<file path="config.mk">
export PLATFORM = sky130hd
export DESIGN_NAME = keypad_digit_buffer
export DESIGN_NICKNAME = d
export VERILOG_FILES = /design/src/rtl/keypad_digit_buffer.sv
export SDC_FILE = /design/constraint.sdc
export NUM_CORES = 1
export LEC_CHECK = 0
export BUFFER_PORTS_ARGS = -buffer_cell sky130_fd_sc_hd__buf_2
export CAP_MARGIN = 20
export CELL_PAD_IN_SITES_DETAIL_PLACEMENT = 1
export CELL_PAD_IN_SITES_GLOBAL_PLACEMENT = 1
export CORE_AREA = 2 2 95 97
export CTS_CLUSTER_DIAMETER = 30
export DETAILED_ROUTE_END_ITERATION = 8
export DIE_AREA = 0 0 97 99
export GPL_TIMING_DRIVEN = 0
export MAX_ROUTING_LAYER = met4
export PLACE_DENSITY = 0.79
export RECOVER_POWER = 25
export SLEW_MARGIN = 20
export SYNTH_ARGS = -nofsm -noshare
export SYNTH_HDL_FRONTEND = slang
export SYNTH_SLANG_ARGS = --single-unit
export TNS_END_PERCENT = 10
</file>
<file path="constraint.sdc">
create_clock -name clock_new -period 2.6 [get_ports clock_new]
set_clock_uncertainty 0.15 [all_clocks]
set_input_delay 0.52 -clock clock_new [delete_from_list [all_inputs] [get_ports clock_new]]
set_output_delay 0.52 -clock clock_new [all_outputs]
set_load 0.05 [all_outputs]
</file>
<file path="src/rtl/keypad_digit_buffer.sv">
// keypad_digit_buffer
//   Qualifies held keys from the keypad scanner, encodes each accepted press
//   to a hex nibble, applies clear/backspace edits to a 4-digit entry
//   register, and time-multiplexes that register onto a 4-anode display.
//
// Ports:
//   clock_new    in   1   scan-domain clock (posedge)
//   reset        in   1   asynchronous, active-high
//   key_valid    in   1   scanner holds a detected key
//   row          in   4   latched row lines, one-hot expected
//   col          in   4   latched driven column, one-hot expected
//   key_code     out  4   code of last accepted key
//   key_strobe   out  1   one-tick pulse per accepted key
//   key_error    out  1   one-tick pulse when a non-one-hot pair is qualified
//   digits       out  16  entry register, [3:0] newest
//   digit_count  out  3   number of entered digits, 0..4
//   AN           out  4   anode enables, active-low
//   seg_code     out  4   nibble for the currently enabled anode
module keypad_digit_buffer #(
   parameter int unsigned DEBOUNCE_CYCLES = 2,
   parameter int unsigned RELEASE_CYCLES  = 2,
   parameter int unsigned REFRESH_DIV     = 1,
   parameter logic [3:0]  CLEAR_CODE      = 4'hC,
   parameter logic [3:0]  BACK_CODE       = 4'hB
) (
   input  logic        clock_new,
   input  logic        reset,
   input  logic        key_valid,
   input  logic [3:0]  row,
   input  logic [3:0]  col,
   output logic [3:0]  key_code,
   output logic        key_strobe,
   output logic        key_error,
   output logic [15:0] digits,
   output logic [2:0]  digit_count,
   output logic [3:0]  AN,
   output logic [3:0]  seg_code
);

   localparam logic [3:0] DEB_LAST     = 4'(DEBOUNCE_CYCLES);
   localparam logic [3:0] REL_LAST     = 4'(RELEASE_CYCLES);
   localparam logic [7:0] REFRESH_LAST = 8'(REFRESH_DIV - 1);

   typedef enum logic [1:0] {IDLE, QUAL, HELD, RELEASE} state_t;

   state_t      state, state_next;
   logic [3:0]  cap_row, cap_col, cap_row_next, cap_col_next;
   logic [3:0]  qual_cnt, qual_cnt_next;
   logic [3:0]  rel_cnt, rel_cnt_next;
   logic        accept;
   logic        pair_ok;
   logic [3:0]  new_code;
   logic [7:0]  refresh_cnt;
   logic [1:0]  anode_idx;
   logic [3:0]  an_next;

   function automatic logic is_onehot(input logic [3:0] v);
      return (v != 4'd0) && ((v & (v - 4'd1)) == 4'd0);
   endfunction

   function automatic logic [1:0] bit_index(input logic [3:0] v);
      case (v)
         4'b0001: return 2'd0;
         4'b0010: return 2'd1;
         4'b0100: return 2'd2;
         default: return 2'd3;
      endcase
   endfunction

   // Keypad legend, row-major.
   function automatic logic [3:0] encode(input logic [1:0] r, input logic [1:0] c);
      case ({r, c})
         4'h0: return 4'h1;  4'h1: return 4'h2;  4'h2: return 4'h3;  4'h3: return 4'hA;
         4'h4: return 4'h4;  4'h5: return 4'h5;  4'h6: return 4'h6;  4'h7: return 4'hB;
         4'h8: return 4'h7;  4'h9: return 4'h8;  4'hA: return 4'h9;  4'hB: return 4'hC;
         4'hC: return 4'h0;  4'hD: return 4'hF;  4'hE: return 4'hE;  default: return 4'hD;
      endcase
   endfunction

   // On an acceptance edge the live pair always equals the captured pair,
   // so the live inputs are encoded directly.
   assign pair_ok  = is_onehot(row) && is_onehot(col);
   assign new_code = encode(bit_index(row), bit_index(col));

   always_ff @(posedge clock_new or posedge reset) begin
      if (reset) begin
         state    <= IDLE;
         cap_row  <= 4'd0;
         cap_col  <= 4'd0;
         qual_cnt <= 4'd0;
         rel_cnt  <= 4'd0;
      end else begin
         // NOTE: sequential state uses non-blocking assignments so every
         // register samples pre-edge values regardless of statement order.
         state    <= state_next;
         cap_row  <= cap_row_next;
         cap_col  <= cap_col_next;
         qual_cnt <= qual_cnt_next;
         rel_cnt  <= rel_cnt_next;
      end
   end

   always_comb begin
      // NOTE: every signal gets a default first so no path leaves it
      // unassigned, which would otherwise infer a latch.
      state_next    = state;
      cap_row_next  = cap_row;
      cap_col_next  = cap_col;
      qual_cnt_next = qual_cnt;
      rel_cnt_next  = rel_cnt;
      accept        = 1'b0;
      case (state)
         IDLE: begin
            if (key_valid) begin
               cap_row_next  = row;
               cap_col_next  = col;
               qual_cnt_next = 4'd1;
               if (DEB_LAST == 4'd1) begin
                  accept     = 1'b1;
                  state_next = HELD;
               end else begin
                  state_next = QUAL;
               end
            end
         end
         QUAL: begin
            if (!key_valid) begin
               state_next = IDLE;
            end else if (row != cap_row || col != cap_col) begin
               cap_row_next  = row;
               cap_col_next  = col;
               qual_cnt_next = 4'd1;
            end else begin
               qual_cnt_next = qual_cnt + 4'd1;
               if (qual_cnt + 4'd1 == DEB_LAST) begin
                  accept     = 1'b1;
                  state_next = HELD;
               end
            end
         end
         HELD: begin
            if (!key_valid) begin
               rel_cnt_next = 4'd1;
               state_next   = (REL_LAST == 4'd1) ? IDLE : RELEASE;
            end
         end
         RELEASE: begin
            if (key_valid) begin
               state_next = HELD;
            end else begin
               rel_cnt_next = rel_cnt + 4'd1;
               if (rel_cnt + 4'd1 == REL_LAST) state_next = IDLE;
            end
         end
         default: state_next = IDLE;
      endcase
   end

   // Entry register and key reporting.
   always_ff @(posedge clock_new or posedge reset) begin
      if (reset) begin
         key_code    <= 4'd0;
         key_strobe  <= 1'b0;
         key_error   <= 1'b0;
         digits      <= 16'd0;
         digit_count <= 3'd0;
      end else begin
         key_strobe <= 1'b0;
         key_error  <= 1'b0;
         if (accept) begin
            if (pair_ok) begin
               key_code   <= new_code;
               key_strobe <= 1'b1;
               // Clear is tested first so it wins if both codes coincide.
               if (new_code == CLEAR_CODE) begin
                  digits      <= 16'd0;
                  digit_count <= 3'd0;
               end else if (new_code == BACK_CODE) begin
                  digits      <= {4'd0, digits[15:4]};
                  digit_count <= (digit_count == 3'd0) ? 3'd0 : digit_count - 3'd1;
               end else begin
                  digits      <= {digits[11:0], new_code};
                  digit_count <= (digit_count == 3'd4) ? 3'd4 : digit_count + 3'd1;
               end
            end else begin
               key_error <= 1'b1;
            end
         end
      end
   end

   // Only anodes holding an entered digit are lit.
   always_comb begin
      an_next = 4'b1111;
      if ({1'b0, anode_idx} < digit_count) an_next[anode_idx] = 1'b0;
   end

   always_ff @(posedge clock_new or posedge reset) begin
      if (reset) begin
         refresh_cnt <= 8'd0;
         anode_idx   <= 2'd0;
         AN          <= 4'b1111;
         seg_code    <= 4'd0;
      end else begin
         if (refresh_cnt == REFRESH_LAST) begin
            refresh_cnt <= 8'd0;
            anode_idx   <= anode_idx + 2'd1;
         end else begin
            refresh_cnt <= refresh_cnt + 8'd1;
         end
         AN       <= an_next;
         seg_code <= digits[{anode_idx, 2'b00} +: 4];
      end
   end

endmodule

</file>
==> run_results.csv, run 1 <==
group,metric,value,unit
global_routing,grt_pass1_wl,14020,um
job,maxCapViolCount,0,
sta,max_slew_margin,33.48,%
placed_design,globalplace.congestion,0.8019,
sta,max_freq,383.2,MHz
worst_setup_path,critPathKind,"primary input to register",
sta,finalCritPeriodShare,100.4,%
layout,seq_area,0.001531,mm^2
layout,final_nets,401,
worst_hold_path,hp-start,"col[1]",
floorplan,core-area,0.008551,mm^2
synth,yosysTopAreaCellShare,42.38,%
placed_design,hpwlAfterDp,5779,um
layout,final_util,48.55,%
sta,setup_ws,-0.009464,ns
cts,cts_buffers,9,
synth,avgSynthCellArea,10.68,um^2
sta,rsz0062_at_grt,"true",
floorplan,initial_utilization,39.36,%
synth,synth-edff-count,0,
worst_setup_path,crit_end,"digit_count[0]$_DFFE_PP0P_",
synth,synth_ff_type,"dfrtp_1",
synth,synth_area,0.003366,mm^2
worst_hold_path,hp-class,"primary input to register",
drt,ant_nets,0,
worst_setup_path,reg2reg_depth,8,
cts,cts_tree,"built",
synth,synthTopCellsByCount,"dfrtp_1 (57), nand2_1 (24), inv_1 (21)",
synth,synthArstFlopShare,100.0,%
floorplan,die_w,97,um
global_routing,antenna_found_initial,0,
worst_setup_path,cp.required,2.71,ns
layout,finalNonFillerCells,486,
layout,drive_gt1_share,30.42,%
synth,syn_inst,315,
sta,slew_violations,0,
power_and_ir_drop,power_density,691.0,mW/mm^2
layout,antenna_cells,0,
run_status,violations,"negative setup slack",
sta,timing_hold_violations_final,0,
sta,layout_min_cycle_time,2.609,ns
sta,worst_slew_pin_slew,0.9924,ns
drt,avgRoutedWirePerCell,17.79,um
cts,clk_path_buf_depth,2,
worst_setup_path,crit_start,"col[1]",
placed_design,pre_cts_ws,-0.5935,ns
cts,insertion_delay,0.35,ns
cts,path_clk_slew,0.07,ns
layout,fillers,936,
synth,ys.warnings.count,0,
sta,totalNegativeSetupSlack,-0.009464,ns
drt,drc,0,
drt,drtIter0Drc,93,
floorplan,dieArea,0.009603,mm^2
cts,clockRootBuffer,"clkbuf_8",
synth,syn_nets,343,
worst_setup_path,cp_max_fo,9,
global_routing,grt_pass1_vias,2728,
synth,synth_top_cells_by_area,"dfrtp_1 (42%), ha_1 (6.3%), mux2_2 (4.7%), xnor2_1 (4.4%), mux2i_1 (3.3%)",
floorplan,die_height,99,um
global_routing,grt_max_degree,41,
drt,drtPass1Iterations,4,
drt,routed_wl,8647,um
layout,syn2layout_area_growth,23.35,%
run_status,status,"finished, violations left",
worst_setup_path,ff2ff_setup_slack,0.22,ns
synth,ys_seq_area_share,45.50,%
placed_design,io_buffers,37,
layout,multi_input_area,0.001730,mm^2
worst_setup_path,cp-start-kind,"primary input",
worst_setup_path,r2r_end,"key_code[3]$_DFFE_PP0P_",
global_routing,grt_remaining_overflow,0,
cts,cts_sinks,61,
global_routing,grt.total_usage,19.02,%
power_and_ir_drop,ir_drop,0.3047,mV
floorplan,fp-row-count,34,
drt,vias_per_cell,5.414,
power_and_ir_drop,leakage,1.891,nW
synth,yosys.area.top_type,"dfrtp_1",
sta,finalSetupViolCount,1,
worst_setup_path,rr_startpoint,"qual_cnt[0]$_DFFE_PP0P_",
cts,cts_max_level,3,
synth,post-synth-top-count-cell,"dfrtp_1",
worst_setup_path,crit_arrival,2.72,ns
synth,ys_ff_latch,61,
worst_setup_path,end_kind,"register",
placed_design,placed_cells,461,
synth,yosysUniqueCellTypes,54,
floorplan,io_pins,44,
drt,num_vias,2631,
==> sequential cells by signal, indices dropped and copies added, names as in the netlist, 2 cells and up, named ones only <==
register and flops:
digits 16, refresh_cnt 8, AN 4, cap_col 4, cap_row 4, key_code 4, qual_cnt 4, rel_cnt 4
seg_code 4, digit_count 3, anode_idx 2
==> repair_timing <==
action	in CTS	in global routing
hold buffers	1	0
buffers inserted	4	3
pin swaps	3	5
setup endpoints to repair	19	20
resized for setup	5	18
cloned	0	1
hold endpoints to repair	17	0
==> worst max-delay path, cell delays in order <==
cell and delay (ns):
buf_12 0.12, nor4b_4 0.13, inv_1 0.09, ha_4 0.18, o21bai_4 0.13, o211ai_2 0.11, a32o_1 0.28, a221o_2 0.34
and4b_1 0.20, buf_6 0.14, mux2_4 0.31, o31ai_4 0.16
==> power by group <==
part	switching [mW]	internal, mW	leakage, nW
clock network	0.394	0.716	0.130
logic	0.297	0.291	1.01
registers	0.104	1.07	0.756
total	0.795	2.07	1.89
==> metal layers <==
layer  global-route usage (%)  share of wire (%)  vias up
met5                        -                  0        -
met4                    7.801                1.5        0
met3                    3.972                3.3       13
met2                    29.86                 50       60
met1                    24.16                 45     1338
li1                         -                  -     1220
==> cell families after synthesis <==
family,count (synthesis),synth area share [%]
DFF,61,45.50
and+or+nand+nor,82,12.75
adders and majority gates,17,6.320
buffers and inverters,36,5.428
AOI/OAI and AO/OA,66,12.71
xor gates and xnor gates,23,6.208
muxes,30,11.08
==> cells in the final DEF (no fill, tap or decap), drive strengths merged, types with 3 or more instances in the layout <==
cell	count
mux2i	11
nand3	9
mux4	4
nand4	3
nor3	4
xnor2	17
ha	17
a21oi	13
dfstp	4
mux2	15
o22ai	11
o31ai	6
nor2	14
clkbuf	19
nand2	24
xor2	6
nand3b	3
nor2b	7
o21ai	21
dfrtp	57
buf	54
and3	4
nand2b	5
inv	20
bufinv	3
==> final cells by class <==
cell class              instances  share of cell area (%)
plain buffers                  14                   3.014
clock buffers                  13                   4.069
clock inverters                 3                   2.170
inverters                      22                   2.019
multi-input cells             218                   41.68
flip-flops and latches         61                   36.89
well taps                     108                   3.255
repair buffers                 47                   6.902
==> how the worst min path moves through the flow <==
stage	to	slack, ns	depth (start not counted)
after floorplan	refresh_cnt[7]$_DFF_PP0_	0.30	1
after global placement	refresh_cnt[7]$_DFF_PP0_	0.32	1
after detailed placement	refresh_cnt[7]$_DFF_PP0_	0.32	1
after CTS	cap_col[1]$_DFFE_PP0P_	0.30	2
after global routing	cap_col[1]$_DFFE_PP0P_	0.28	2
final	cap_col[1]$_DFFE_PP0P_	0.29	2
==> metrics by stage <==
step | hold WS, ns | cell area, um^2 | power [mW]
final | 0.2878 | 4151 | 2.869
after global routing | 0.2810 | 4151 | 3.012
after CTS | 0.3020 | 4054 | 2.868
after detailed placement | 0.3250 | 3739 | 1.750
after global placement | 0.3170 | 3716 | 1.705
after floorplan | 0.2963 | 3396 | 1.612
Note: power is estimated with default switching activity, not from simulation.
==> inputs of run 2 (changes only) <==
--- a/config.mk
+++ b/config.mk
@@ -8,14 +8,14 @@
 export BUFFER_PORTS_ARGS = -buffer_cell sky130_fd_sc_hd__buf_2
 export CAP_MARGIN = 20
 export CELL_PAD_IN_SITES_DETAIL_PLACEMENT = 1
-export CELL_PAD_IN_SITES_GLOBAL_PLACEMENT = 1
-export CORE_AREA = 2 2 95 97
+export CELL_PAD_IN_SITES_GLOBAL_PLACEMENT = 2
+export CORE_AREA = 2 2 99 101
 export CTS_CLUSTER_DIAMETER = 30
 export DETAILED_ROUTE_END_ITERATION = 8
-export DIE_AREA = 0 0 97 99
+export DIE_AREA = 0 0 101 103
 export GPL_TIMING_DRIVEN = 0
 export MAX_ROUTING_LAYER = met4
-export PLACE_DENSITY = 0.79
+export PLACE_DENSITY = 0.86
 export RECOVER_POWER = 25
 export SLEW_MARGIN = 20
 export SYNTH_ARGS = -nofsm -noshare
==> run 2 against run 1 <==
  * The run now ends clean
  * Flip-flop and latch count unchanged
  * Sequential power about the same
  * Critical path type unchanged
  * Sequential share of layout area increased by 0.54 points
  * First-iteration DRC count decreased by 29%
  * Fmax increased by 1.7%
  * Cell count increased by 0.41%
==> run_results.csv, run 2 (same netlist as run 1, synthesis figures left out) <==
group,metric,value,unit
cts,cts_buffers,9,
global_routing,grt_remaining_overflow,0,
cts,cts_tree,"built",
drt,ant_nets,0,
cts,cts_max_level,3,
worst_setup_path,cp.required,2.70,ns
drt,num_vias,2549,
worst_hold_path,hp-class,"primary input to register",
drt,drc,0,
cts,clk_path_buf_depth,2,
layout,finalNonFillerCells,488,
worst_setup_path,ff2ff_setup_slack,0.22,ns
power_and_ir_drop,leakage,1.853,nW
sta,setup_ws,0.03429,ns
sta,finalSetupViolCount,0,
cts,cts_sinks,61,
worst_setup_path,cp_max_fo,9,
worst_setup_path,slowest_stage,"a221o_2",
placed_design,pre_cts_ws,-0.5172,ns
placed_design,hpwlAfterDp,5655,um
worst_setup_path,max_stage_delay,0.34,ns
power_and_ir_drop,power_density,654.3,mW/mm^2
floorplan,die_w,101,um
layout,reg_top3,"digits x16, refresh_cnt x8",
sta,worst_slew_pin_slew,0.9885,ns
sta,timing_hold_violations_final,0,
global_routing,grt_pass1_vias,2615,
worst_setup_path,r2r_end,"key_code[2]$_DFFE_PP0P_",
floorplan,fp-row-count,36,
power_and_ir_drop,ir_drop,0.3223,mV
placed_design,placed_area,0.003746,mm^2
global_routing,grt.total_usage,16.76,%
layout,final_cell_mix,"dfrtp_1 (57), buf_2 (40), nand2_1 (24), inv_1 (20), xnor2_1 (17)",
drt,vias_per_cell,5.223,
sta,rsz0062_at_grt,"true",
worst_hold_path,min_path_cells,2,
sta,slew_violations,0,
layout,postLayoutCellArea,0.004091,mm^2
worst_setup_path,path_buf_inv,3,
power_and_ir_drop,total_power,2.677,mW
worst_setup_path,rr_startpoint,"qual_cnt[0]$_DFFE_PP0P_",
layout,largest_register,"digits",
floorplan,die_height,103,um
layout,drive_gt1_share,30.75,%
cts,path_clk_slew,0.07,ns
placed_design,io_buffers,37,
worst_setup_path,cp_top_family,"compound AO/OA/AOI/OAI gates",
placed_design,placed_cells,467,
floorplan,initial_utilization,35.58,%
cts,insertion_delay,0.34,ns
layout,largest_reg_flops,16,
layout,antenna_cells,0,
worst_hold_path,hp-start,"col[2]",
drt,routed_wl,7788,um
global_routing,antenna_found_initial,0,
layout,final_util,43.25,%
worst_hold_path,hold_path_end,"cap_col[2]$_DFFE_PP0P_",
cts,clockRootBuffer,"clkbuf_8",
layout,final_nets,397,
worst_setup_path,end_kind,"register",
sta,layout_min_cycle_time,2.566,ns
drt,drtIter0Drc,66,
sta,totalNegativeSetupSlack,0,ns
worst_setup_path,crit_arrival,2.67,ns
sta,whs,0.3199,ns
worst_setup_path,crit_top_cell,"buf_6",
worst_setup_path,reg2reg_depth,8,
sta,max_slew_margin,33.74,%
drt,drtPass1Iterations,4,
floorplan,core-area,0.009459,mm^2
floorplan,io_pins,44,
sta,finalCritPeriodShare,98.68,%
worst_setup_path,critPathKind,"primary input to register",
run_status,status,"completed",
floorplan,dieArea,0.01040,mm^2
sta,max_freq,389.8,MHz
worst_setup_path,path_cells,"buf_6 -> nor4b_4 -> inv_1 -> ha_4 -> o21bai_4 -> o211ai_2 -> a32o_1 -> a221o_2 -> and4b_1 -> buf_6 -> mux2_4 -> o31ai_4",
global_routing,grt_pass1_wl,13140,um
global_routing,grt_max_degree,42,
layout,syn2layout_area_growth,21.56,%
worst_setup_path,cp-start-kind,"primary input",
job,maxCapViolCount,0,
placed_design,globalplace.congestion,0.7568,
drt,avgRoutedWirePerCell,15.96,um
layout,mostFrequentLayoutCell,"dfrtp_1",
==> run 2: cell count changes in the layout (fill, tap and decap cells not counted), sizes merged <==
| cell | change |
|---|---|
| buf | -3 |
| clkbuf | -2 |
| clkinvlp | +1 |
| bufinv | -1 |
| clkinv | +1 |
==> run 2: per-layer routing <==
metal	wire (um)	track usage [%]
met4	165	6.341
met5	0	-
met1	3582	21.65
met3	216	2.712
met2	3824	26.67
==> run 2: worst max path at each step <==
stage / startpoint / endpoint / slack (ns) / cells after the start
finish: col[1] / digit_count[0]$_DFFE_PP0P_ / 0.03 / 12
detailed placement: col[0] / digit_count[0]$_DFFE_PP0P_ / -0.52 / 12
floorplan: col[2] / digit_count[0]$_DFFE_PP0P_ / -0.24 / 12
CTS: col[0] / digits[12]$_DFFE_PP0P_ / 0.01 / 11
global route: col[1] / digit_count[0]$_DFFE_PP0P_ / -0.04 / 12
global placement: col[0] / digits[9]$_DFFE_PP0P_ / -0.47 / 13
==> run 2: where the power goes <==
part           internal, mW  switching, mW
sequential             1.07          0.103
clock                 0.565          0.372
combinational         0.285          0.286
total                  1.92          0.761
==> run 2: layout make-up <==
cell class	instances	area [um^2]
repair buffers	43	239.0
inverters	22	83.83
clock buffers	12	145.1
well taps	114	142.6
fillers	1066	5368
multi-input cells	218	1754
plain buffers	14	122.6
clock inverters	4	72.57
flip-flops and latches	61	1531
==> run 2: timing repair <==
action                                  in CTS  in global routing
pin swaps                                    4                  4
endpoints found under the hold margin       20                  0
resized for setup                            4                 24
endpoints found under the setup margin      17                 22
setup buffers                                2                  2
hold buffers                                 1                  0
==> inputs of run 3 (changes only) <==
--- a/config.mk
+++ b/config.mk
@@ -9,13 +9,14 @@
 export CAP_MARGIN = 20
 export CELL_PAD_IN_SITES_DETAIL_PLACEMENT = 1
 export CELL_PAD_IN_SITES_GLOBAL_PLACEMENT = 2
-export CORE_AREA = 2 2 99 101
+export CORE_AREA = 2 2 95 97
+export CTS_BUF_LIST = sky130_fd_sc_hd__clkbuf_4 sky130_fd_sc_hd__clkbuf_8
 export CTS_CLUSTER_DIAMETER = 30
 export DETAILED_ROUTE_END_ITERATION = 8
-export DIE_AREA = 0 0 101 103
+export DIE_AREA = 0 0 97 99
 export GPL_TIMING_DRIVEN = 0
 export MAX_ROUTING_LAYER = met4
-export PLACE_DENSITY = 0.86
+export PLACE_DENSITY = 0.92
 export RECOVER_POWER = 25
 export SLEW_MARGIN = 20
 export SYNTH_ARGS = -nofsm -noshare
==> constraint.sdc (replaced) <==
create_clock -name clock_new -period 3.2 [get_ports clock_new]
set_clock_uncertainty 0.15 [all_clocks]
set_input_delay 0.64 -clock clock_new [delete_from_list [all_inputs] [get_ports clock_new]]
set_output_delay 0.64 -clock clock_new [all_outputs]
set_load 0.05 [all_outputs]
==> run 3 against run 2 <==
  * Routed wire length grew 6.0%
  * Flip-flop and latch count is the same
  * Sequential power shrank 19%
  * Non-clock buffer count down 2
  * Die area fell by 7.7%
  * Utilization up 2.9 points
  * Critical endpoint is now digit_count[1]$_DFFE_PP0P_
  * Highest routed layer unchanged
==> run_results.csv, run 3 (same netlist as run 1, synthesis figures left out) <==
group,metric,value,unit
drt,drtPass1Iterations,4,
cts,cts_sinks,61,
sta,finalCritPeriodShare,94.72,%
placed_design,placed_area,0.003709,mm^2
layout,drive_gt1_share,27.15,%
placed_design,io_buffers,37,
sta,whs,0.2831,ns
sta,timing_hold_violations_final,0,
floorplan,initial_utilization,39.36,%
cts,path_clk_slew,0.08,ns
worst_setup_path,critPathKind,"primary input to register",
global_routing,grt_remaining_overflow,0,
sta,max_slew_margin,30.78,%
placed_design,pre_cts_ws,-0.2616,ns
floorplan,die_w,97,um
worst_setup_path,max_stage_delay,0.34,ns
layout,antenna_cells,0,
worst_setup_path,end_kind,"register",
layout,postLayoutCellArea,0.003945,mm^2
floorplan,dieArea,0.009603,mm^2
job,maxCapViolCount,0,
drt,routed_wl,8254,um
floorplan,io_pins,44,
power_and_ir_drop,ir_drop,0.2621,mV
run_status,status,"completed",
global_routing,grt_pass1_wl,14030,um
worst_setup_path,path_cells,"buf_2 -> nor4b_4 -> inv_1 -> ha_1 -> o21bai_1 -> o211ai_2 -> a32o_1 -> a221o_2 -> and4b_1 -> buf_6 -> buf_12 -> mux2i_1 -> o22ai_1",
worst_hold_path,hp-class,"primary input to async pin",
cts,clk_path_buf_depth,2,
drt,drtIter0Drc,119,
cts,ctsHoldBuffers,0,
worst_setup_path,cp_top_family,"compound AO/OA/AOI/OAI gates",
worst_setup_path,slowest_stage,"nor4b_4",
layout,reg_top3,"digits x16, refresh_cnt x8",
worst_setup_path,crit_arrival,3.09,ns
floorplan,die_height,99,um
worst_setup_path,path_buf_inv,4,
drt,ant_nets,0,
drt,drc,0,
cts,cts_max_level,3,
layout,syn2layout_area_growth,17.21,%
placed_design,globalplace.congestion,0.7788,
layout,final_nets,395,
floorplan,fp-row-count,34,
cts,cts_buffers,9,
layout,mostFrequentLayoutCell,"dfrtp_1",
placed_design,hpwlAfterDp,5978,um
layout,largest_register,"digits",
floorplan,core-area,0.008551,mm^2
layout,largest_reg_flops,16,
drt,avgRoutedWirePerCell,17.20,um
global_routing,grt.total_usage,18.85,%
power_and_ir_drop,leakage,1.796,nW
cts,clockRootBuffer,"clkbuf_8",
global_routing,grt_max_degree,43,
sta,max_freq,329.9,MHz
sta,slew_violations,0,
layout,final_cell_mix,"dfrtp_1 (57), buf_2 (41), nand2_1 (24), inv_1 (20)",
sta,setup_ws,0.1689,ns
sta,worst_slew_pin_slew,1.038,ns
cts,insertion_delay,0.36,ns
power_and_ir_drop,power_density,552.0,mW/mm^2
global_routing,antenna_found_initial,0,
sta,finalSetupViolCount,0,
cts,cts_tree,"built",
worst_setup_path,cp.required,3.26,ns
global_routing,grt_pass1_vias,2778,
drt,num_vias,2579,
worst_setup_path,cp_max_fo,10,
sta,layout_min_cycle_time,3.031,ns
worst_setup_path,cp-start-kind,"primary input",
drt,vias_per_cell,5.373,
[run 3: changes by cell type in the layout (fill, tap and decap cells not counted), sizes merged]
cell	delta
clkbuf	-2
clkinv	+1
dlygate4sd3	-1
buf	-2
inv	+1
clkinvlp	+1
[run 3: path summary, 6_finish.rpt]
check                                          from                          to  slack, ns  depth (start not counted)
max reg2reg                 qual_cnt[0]$_DFFE_PP0P_  digit_count[1]$_DFFE_PP0P_       0.71                          9
max in group asynchronous                     reset     key_code[0]$_DFFE_PP0P_       1.14                          3
min in group clock_new     refresh_cnt[7]$_DFF_PP0_    refresh_cnt[7]$_DFF_PP0_       0.35                          1
max                                          col[0]  digit_count[1]$_DFFE_PP0P_       0.17                         13
min reg2reg                refresh_cnt[7]$_DFF_PP0_    refresh_cnt[7]$_DFF_PP0_       0.35                          1
min                                           reset         key_error$_DFF_PP0_       0.28                          2
[run 3: routing by layer]
metal | part of all wire (%) | GRT usage [%] | vias to the layer above | wire (um)
met4 | 2.4 | 8.451 | 0 | 199
met2 | 51 | 30.61 | 42 | 4192
met1 | 44 | 23.34 | 1314 | 3670
li1 | - | - | 1207 | -
met3 | 2.3 | 3.050 | 16 | 191
met5 | 0 | - | - | 0
[run 3: cell type report]
| type | instances | area, um^2 |
|---|---|---|
| Clock buffer | 9 | 123.9 |
| Tap cell | 108 | 135.1 |
| Buffer | 14 | 100.1 |
| Sequential cell | 61 | 1531 |
| Clock inverter | 7 | 97.59 |
| Fill cell | 955 | 4606 |
| Multi-Input combinational cell | 218 | 1660 |
| Timing Repair Buffer | 41 | 212.7 |
| Inverter | 22 | 83.83 |
[run 3: per-stage QoR]
step / cells / power [mW] / util (%) / setup TNS (ns)
finish: 480 / 2.177 / 46.14 / 0
floorplan: 315 / 1.307 / - / 0
CTS: 477 / 2.196 / 45.96 / 0
global route: 480 / 2.287 / 46.14 / -0.009634
global placement: 460 / 1.381 / 43.11 / -2.136
detailed placement: 461 / 1.411 / 43.37 / -3.276
[run 3: timing repair]
item / CTS / global route
setup endpoints to repair: 0 / 16
setup buffers: 0 / 3
resized for setup: 0 / 1
[run 3: where the power goes]
part	internal [mW]	switching [mW]
clock	0.441	0.342
combinational	0.220	0.227
sequential	0.866	0.0820
total	1.53	0.651
